==> config.mk <==
export PLATFORM = sky130hd
export DESIGN_NAME = aes_dec_sched
export DESIGN_NICKNAME = d
export VERILOG_FILES = /design/src/rtl/aes_pkg.sv /design/src/rtl/aes_rr_arb2.sv /design/src/rtl/aes_dec_sched.sv
export SDC_FILE = /design/constraint.sdc
export NUM_CORES = 1
export LEC_CHECK = 0
export BUFFER_PORTS_ARGS = -buffer_cell sky130_fd_sc_hd__buf_2
export CAP_MARGIN = 20
export CORE_AREA = 8 8 348 350
export DETAILED_ROUTE_END_ITERATION = 6
export DIE_AREA = 0 0 356 358
export PLACE_DENSITY_LB_ADDON = 0.25
export SYNTH_ARGS = -nofsm -noshare
export SYNTH_HDL_FRONTEND = slang
export SYNTH_HIERARCHICAL = 1
export SYNTH_SLANG_ARGS = --single-unit
export TNS_END_PERCENT = 30
==> constraint.sdc <==
create_clock -name clk -period 2.2 [get_ports clk]
set_input_delay 0.11 -clock clk [delete_from_list [all_inputs] [get_ports clk]]
set_output_delay 0.11 -clock clk [all_outputs]
set_load 0.01 [all_outputs]
==> src/rtl/aes_pkg.sv <==
// Shared definitions for the AES-128 decrypt sequencer.
//   AES_W          : block/key width
//   SETTLE_DEFAULT : default number of cycles the core inputs are held stable
//   state_t        : sequencer state encoding
//   FIPS_*         : FIPS-197 AES-128 known-answer vectors
package aes_pkg;

    localparam int unsigned AES_W          = 128;
    localparam int unsigned SETTLE_DEFAULT = 4;

    typedef enum logic [1:0] {
        IDLE = 2'd0,
        RUN  = 2'd1,
        RESP = 2'd2
    } state_t;

    localparam logic [AES_W-1:0] FIPS_KEY = 128'h000102030405060708090a0b0c0d0e0f;
    localparam logic [AES_W-1:0] FIPS_CT  = 128'h69c4e0d86a7b0430d8cdb78070b4c55a;
    localparam logic [AES_W-1:0] FIPS_PT  = 128'h00112233445566778899aabbccddeeff;

endpackage

==> src/rtl/aes_rr_arb2.sv <==
// Two-input round-robin arbiter.
//   clk, rst_n : clock, asynchronous active-low reset
//   req        : request vector (bit 0 = requester 0)
//   update_en  : grant is taken this cycle; advance the pointer
//   grant      : one-hot grant (all zero when no request)
// The pointer resets to 1 so requester 0 wins the first contested round.
module aes_rr_arb2 (
    input  logic       clk,
    input  logic       rst_n,
    input  logic [1:0] req,
    input  logic       update_en,
    output logic [1:0] grant
);

    logic last_grant;

    always_comb begin
        grant = '0;
        case (req)
            2'b01:   grant = 2'b01;
            2'b10:   grant = 2'b10;
            2'b11:   grant = last_grant ? 2'b01 : 2'b10;
            default: grant = '0;
        endcase
    end

    always_ff @(posedge clk or negedge rst_n) begin
        if (!rst_n) begin
            last_grant <= 1'b1;
        end else if (update_en) begin
            last_grant <= grant[1];
        end
    end

endmodule

==> src/rtl/aes_dec_sched.sv <==
// Sequencer sharing one combinational AES-128 decrypt core between two
// requesters. The core is a multicycle path: its block/key inputs come from
// registers held stable for SETTLE_CYCLES cycles before the result is taken.
//   clk, rst_n            : clock, asynchronous active-low reset
//   key_wr, key_in        : key register write (accepted only when idle)
//   key_err               : one-cycle pulse when a key write was dropped
//   reqN_valid/ready/block: requester N ciphertext handshake
//   rsp_valid/ready/data/id : plaintext response, tagged with requester
//   core_block, core_key  : registered inputs to the shared core
//   core_result           : shared core output
//   busy                  : high whenever not idle
module aes_dec_sched
    import aes_pkg::*;
#(
    parameter int unsigned SETTLE_CYCLES = SETTLE_DEFAULT,
    parameter int unsigned W             = AES_W
) (
    input  logic         clk,
    input  logic         rst_n,
    input  logic         key_wr,
    input  logic [W-1:0] key_in,
    output logic         key_err,
    input  logic         req0_valid,
    output logic         req0_ready,
    input  logic [W-1:0] req0_block,
    input  logic         req1_valid,
    output logic         req1_ready,
    input  logic [W-1:0] req1_block,
    output logic         rsp_valid,
    input  logic         rsp_ready,
    output logic [W-1:0] rsp_data,
    output logic         rsp_id,
    output logic [W-1:0] core_block,
    output logic [W-1:0] core_key,
    input  logic [W-1:0] core_result,
    output logic         busy
);

    localparam logic [3:0] CNT_LOAD = 4'(SETTLE_CYCLES - 1);

    state_t     state, state_nxt;
    logic [1:0] grant;
    logic       accept;
    logic [3:0] cnt;

    aes_rr_arb2 u_arb (
        .clk       (clk),
        .rst_n     (rst_n),
        .req       ({req1_valid, req0_valid}),
        .update_en (accept),
        .grant     (grant)
    );

    // State register
    always_ff @(posedge clk or negedge rst_n) begin
        if (!rst_n) begin
            state <= IDLE;
        end else begin
            state <= state_nxt;
        end
    end

    // Next-state logic
    always_comb begin
        state_nxt = state;
        case (state)
            IDLE:    if (|grant)         state_nxt = RUN;
            RUN:     if (cnt == 4'd0)    state_nxt = RESP;
            RESP:    if (rsp_ready)      state_nxt = IDLE;
            default:                     state_nxt = IDLE;
        endcase
    end

    // Outputs decoded from state; grants are only visible while idle
    always_comb begin
        req0_ready = 1'b0;
        req1_ready = 1'b0;
        accept     = 1'b0;
        busy       = (state != IDLE);
        if (state == IDLE) begin
            req0_ready = grant[0];
            req1_ready = grant[1];
            accept     = |grant;
        end
    end

    // Datapath registers. The key write and a grant may share an idle cycle:
    // both core_key and core_block update on that edge, so the granted block
    // is decrypted with the new key.
    always_ff @(posedge clk or negedge rst_n) begin
        if (!rst_n) begin
            key_err    <= 1'b0;
            core_key   <= '0;
            core_block <= '0;
            rsp_data   <= '0;
            rsp_id     <= 1'b0;
            rsp_valid  <= 1'b0;
            cnt        <= '0;
        end else begin
            key_err <= key_wr && (state != IDLE);
            if (key_wr && (state == IDLE)) begin
                core_key <= key_in;
            end
            case (state)
                IDLE: begin
                    if (accept) begin
                        core_block <= grant[1] ? req1_block : req0_block;
                        rsp_id     <= grant[1];
                        cnt        <= CNT_LOAD;
                    end
                end
                RUN: begin
                    if (cnt == 4'd0) begin
                        rsp_data  <= core_result;
                        rsp_valid <= 1'b1;
                    end else begin
                        cnt <= cnt - 4'd1;
                    end
                end
                RESP: begin
                    if (rsp_ready) begin
                        rsp_valid <= 1'b0;
                    end
                end
                default: ;
            endcase
        end
    end

endmodule

# After elaboration in Yosys (flattened, before gate mapping)
# Cells that the tools add are included.
[classes]
addsub = 1
eq_ne = 10
muxes = 16
n_reduce_logical = 13
[op_table]
columns = ["op", "count"]
rows = [
  ["$mux 128", 1],
  ["$pmux 2 s3", 2],
  ["$reduce_and 3->1", 3],
  ["$mux 2", 4],
  ["$mux 4", 2],
  ["$ne 2x2->1 const B", 4],
  ["$pmux 4 s2", 1],
  ["$eq 2x2->1 const B", 3],
  ["$reduce_bool 2->1", 3],
  ["$mux 1", 5],
  ["$eq 2x1->1 const B", 2],
  ["$logic_not 4->1", 1],
  ["$reduce_and 2->1", 2],
  ["$sub 4x1->4 const B", 1],
  ["$logic_and 1x1->1", 2],
  ["$logic_not 2->1", 1],
  ["$ne 2x1->1 const B", 1],
  ["$pmux 1 s2", 1],
  ["$reduce_or 2->1", 1],
]
[totals]
reg_bits = 394
wordCells = 49

# Depth between registers and ports, before layout
[depth]
depth_word = 6
depth_mapped = 9
mapped_depth_nobuf = 6

# Modules after synthesis
# The synthesis kept the hierarchy.
[by_module_without_submodules]
columns = ["module", "n_inst", "cells_each", "area_each_um2"]
rows = [
  ["aes_dec_sched", 1, 1155, 16498.3],
  ["aes_rr_arb2", 1, 5, 63.8],
]

# Least setup slack after synthesis
# No wires, ideal clock.
[synth_timing]
kind = "register to register"
startpoint = "reg u_arb.last_grant"
endpoint = "reg u_arb.last_grant"
setup_time_ns = 0.082
arrival_ns = 1.721
required_time_ns = 2.118
setup_slack_ns = 0.397
stages_incl_launch_ff = 9
path_buffers = 2
period_less_slack_ns = 1.803
path_cell_list = "dfstp_2 inv_1 a21boi_0 or2_0 buf_2 nand2_2 inv_2 clkbuf_1 mux2_4"
[synth_between]
elab_chain_len = 4
[synth_rtl]
columns = ["element", "line_no", "text"]
rows = [
  ["from (decl)", "aes_rr_arb2.sv:15", "logic last_grant;"],
  ["from (signal assigned)", "aes_rr_arb2.sv:31", "last_grant <= grant[1];"],
  ["$mux 2", "aes_rr_arb2.sv:22", "2'b11: grant = last_grant ? 2'b01 : 2'b10;"],
  ["$pmux 2 s3", "aes_rr_arb2.sv:19", "case (req)"],
  ["net grant[0]", "aes_dec_sched.sv:42", "logic [1:0] grant;"],
  ["$reduce_or 2->1", "aes_dec_sched.sv:83", "accept = |grant;"],
  ["$mux 1", "aes_dec_sched.sv:80", "if (state == IDLE) begin"],
  ["net accept", "aes_dec_sched.sv:43", "logic accept;"],
]
# The timed path passes the listed nets, and every way through them passes these cells.
# A chain may end at the register's enable or synchronous reset.

# Final worst setup path
[layout_timing]
startpoint = "reg cnt[0]"
endpoint = "reg rsp_data[127]"
[layout_between]
elab_chain_len = 2
[layout_rtl]
columns = ["element", "line_no", "text"]
rows = [
  ["from (decl)", "aes_dec_sched.sv:44", "logic [3:0] cnt;"],
  ["from (signal assigned)", "aes_dec_sched.sv:117", "cnt <= cnt - 4'd1;"],
  ["$logic_not 4->1", "aes_dec_sched.sv:113", "if (cnt == 4'd0) begin"],
  ["$reduce_and 2->1 (no line)", "--", ""],
  ["to (signal assigned)", "aes_dec_sched.sv:114", "rsp_data <= core_result;"],
  ["to (decl)", "aes_dec_sched.sv:31", "output logic [W-1:0] rsp_data,"],
]
# No other way between the ends.

==> summary.txt <==
Run status
  – Status: finished clean

Logic synthesis
  – Largest family of logic cells by synthesized area: multiplexers
  – Top cells by area, synth: dfrtp_1, mux2_2, mux2_4
  – Commonest cells post-synth: dfrtp_1, a21oi_1, mux2_2, mux2i_1, mux2_4
  – Compound-gate portion of the synthesized area: 8.212%
  – Ys flop type: dfrtp_1
  – Synth Area in Adders: less than 1%
  – Syn Area/Cell: between 10 and 15 µm²
  – Post-synth EDFFs: 0
  – Synth Area in Simple Gates: 0.7479%
  – Mapped cell area: 16,560 µm²
  – Multiplexer share of the synthesized area: between 20% and 30%
  – Mapped Nets: roughly 1,700
  – Yosys top cell area share: 59.38%
  – Mapped Cells: 1,160
  – Sequential area share after synthesis: 59.54%
  – Yosys reg bits: 394
  – Library cells used by synthesis: 32
  – Yosys Warn Count: 6
  – Most common cell in the synthesized netlist: dfrtp_1
  – Synth area leader: dfrtp_1
  – Xor and xnor area share after synthesis: 0%
  – FFs w/ async S/R, synth: 100.0%

Critical path
  – Kind of critical path: reg -> reg
  – Delay-heaviest family, CP: buffers and inverters
  – RR Endpoint: rsp_data[127]
  – Crit-path max FO: 36
  – Slowest library cell on the worst path: buf_4
  – Critical path required time: 2.71 ns
  – Reg2Reg Launch Point: cnt[0]
  – Crit end category: flop
  – Slowest cell delay on critical path: 0.55 ns
  – Worst r2r path cells: 6
  – Crit path buf inv count: 2
  – Worst path arrival time: ~2.6 ns
  – Flop2flop setup slack: 0.13 ns
  – CP Cell Sequence: inv_1 > ha_1 > nor3b_2 > nand2_4 > buf_4 > mux2_2
  – Startpoint Class: flop

Floorplanning
  – Die Area: around 130,000 µm²
  – Die Ht: 358 µm
  – Row count: around 130
  – Die W: 356 µm
  – Core region area: 115,400 µm²
  – I/O pins: 908
  – Initial core utilization: roughly 14%

Drt
  – First-pass DRT Iterations: 4
  – Post-Route WL: 86,100 µm
  – DR WL/cell: 20.46 µm
  – Routed vias: roughly 15,000
  – Iteration-0 DRC Markers: 619
  – Post-route ant nets: 0
  – Vias per cell: ~3.6
  – DRC errors left: 0

Placement
  – Final HPWL DP: about 66,000 µm
  – Buffers added on ports: 907
  – Placer Congestion: 0.7976

Finish
  – # nets final: 3,149
  – Fin util: about a quarter
  – Layout filler cell count: 12,120
  – Area growth syn-to-layout: 83.73%
  – Share of layout cells above drive strength 1: 50.26%

Timing
  – Worst-Margin Slew: about 0.67 ns
  – Max Slew Vio Count: 0
  – Final Hold Viols: 0
  – Max_slew headroom: 55.27%
  – Final setup vio count: 0
  – Setup tns final: 0 ns
  – RSZ-0062 raised after global routing: false
  – Highest clock rate: 482.2 MHz
  – Final min period: 2.074 ns
  – Tcrit/Tclk final: between 90 and 100%
  – Worst setup skew after layout: 0.02273 ns

Clock network
  – CTS buffer count: 52
  – Clock root cell: clkbuf_16
  – H-Tree Depth: 2
  – CTS tree: built
  – Clock transition at path regs: 0.06 ns
  – TritonCTS sink count: 394
  – Clock latency on the worst-skew pair: 0.63 ns
  – CTS max path bufs: 3

Global routing
  – Vias in the first global route: 17,020
  – Tot GR Track Use: ~13%
  – Largest net degree at the start of global routing: 78
  – Grt total ovfl: 0
  – Global-route wire length before repair: approximately 120,000 µm
  – Initial antenna violation count: 15

Power and ir drop
  – P_leak: between 10 and 15 nW
  – Pwr dens: 1305 nW/µm²
  – VDD IR max: ~0.00047 V

Min path
  – Hold depth: 4
  – Hold EP: rsp_id
  – Worst hold path class: in -> reg
  – Hold path startpoint: req0_valid

Job
  – MaxCap Viol Count: 0
## per-stage QoR
| step | area [µm²] | hold WS [ns] | instances | setup slack, ns | total power, W |
|---|---|---|---|---|---|
| global placement | 23250 | 0.06036 | 3577 | 0.1322 | 0.03004 |
| detailed placement | 23250 | 0.05858 | 3577 | 0.1241 | 0.03016 |
| CTS | 30380 | 0.002984 | 4194 | 0.04356 | 0.04082 |
| floorplan | 16560 | -0.1856 | 1160 | 0.3970 | 0.02172 |
| finish | 30430 | 0.03857 | 4209 | 0.1260 | 0.03971 |
| global route | 30410 | 0.01474 | 4203 | 0.01095 | 0.04238 |
## state kept, by name (all words and copies together), names as in the netlist
name,count
u_arb/last_grant,1
core_key,128
key_err,1
cnt,4
core_block,128
state,2
rsp_data,128
rsp_valid,1
rsp_id,1
## where the power goes
group          internal, W  total (W)  switching [W]
sequential          0.0110     0.0131        0.00212
clock              0.00537    0.00893        0.00356
combinational      0.00852     0.0177        0.00916
total               0.0249     0.0397         0.0148
## kinds of logic after synthesis
| group | count (synthesis) |
|---|---|
| mux | 386 |
| compound gates | 267 |
| simple gates | 19 |
| flops | 394 |
| fa+ha+maj | 1 |
| buf+inv | 93 |
## tightest hold or removal path, stage by stage
cell      delay, ns
buf_2          0.12
a21boi_1       0.14
nand2_2        0.13
a21o_1         0.13
## metal layers
metal,wire (µm),global-route usage [%]
met5,40,0
met4,2354,3.681
met3,8073,5.279
met2,45330,23.59
met1,30300,13.23
## final cells by class
| type | instances | area, µm² | share of cell area (%) |
|---|---|---|---|
| clock inverters | 21 | 309.0 | 1.016 |
| flip-flops and latches | 394 | 9861 | 32.41 |
| inverters | 7 | 28.78 | 0.09457 |
| diodes | 13 | 32.53 | 0.1069 |
| multi-input cells | 673 | 6076 | 19.97 |
| clock buffers | 75 | 1508 | 4.955 |
| repair buffers | 1502 | 10710 | 35.19 |
| well taps | 1524 | 1907 | 6.266 |
## worst max path at each step
stage | start | endpoint | cells after the start
global placement | cnt[0] | rsp_data[111] | 6
global route | cnt[0] | rsp_data[127] | 6
floorplan | u_arb/last_grant | u_arb/last_grant | 8
detailed placement | cnt[0] | rsp_data[115] | 6
CTS | u_arb/last_grant | req0_ready | 5
finish | cnt[0] | rsp_data[127] | 6
## cells in the final DEF, fill, tap and decap left out, types with 2 or more instances in the layout
master / Yosys / final
buf_2: 32 / 906
dlygate4sd3_1: 0 / 512
dfrtp_1: 393 / 393
a21oi_1: 258 / 258
mux2_2: 158 / 158
mux2i_1: 129 / 129
mux2_4: 99 / 99
buf_4: 5 / 54
clkbuf_16: 0 / 52
buf_12: 0 / 24
diode_2: 0 / 13
clkbuf_8: 0 / 12
clkbuf_1: 17 / 11
clkinv_2: 0 / 7
inv_1: 6 / 6
bufinv_16: 0 / 5
clkinvlp_4: 0 / 4
nand2b_1: 3 / 3
o21ai_0: 3 / 3
buf_16: 0 / 3
nand2_2: 1 / 2
nor2b_1: 2 / 2
nand3b_1: 2 / 2
clkinv_16: 0 / 2
clkinv_4: 0 / 2
bufbuf_16: 0 / 2
## what timing repair did
action,in CTS,in global routing
buffers inserted,6,1
hold buffers,512,1
endpoints found under the hold margin,731,1
pin swaps,1,1
cloned,3,0
endpoints found under the setup margin,2,5
resized for setup,8,3
(Power assumes the default switching activity.)
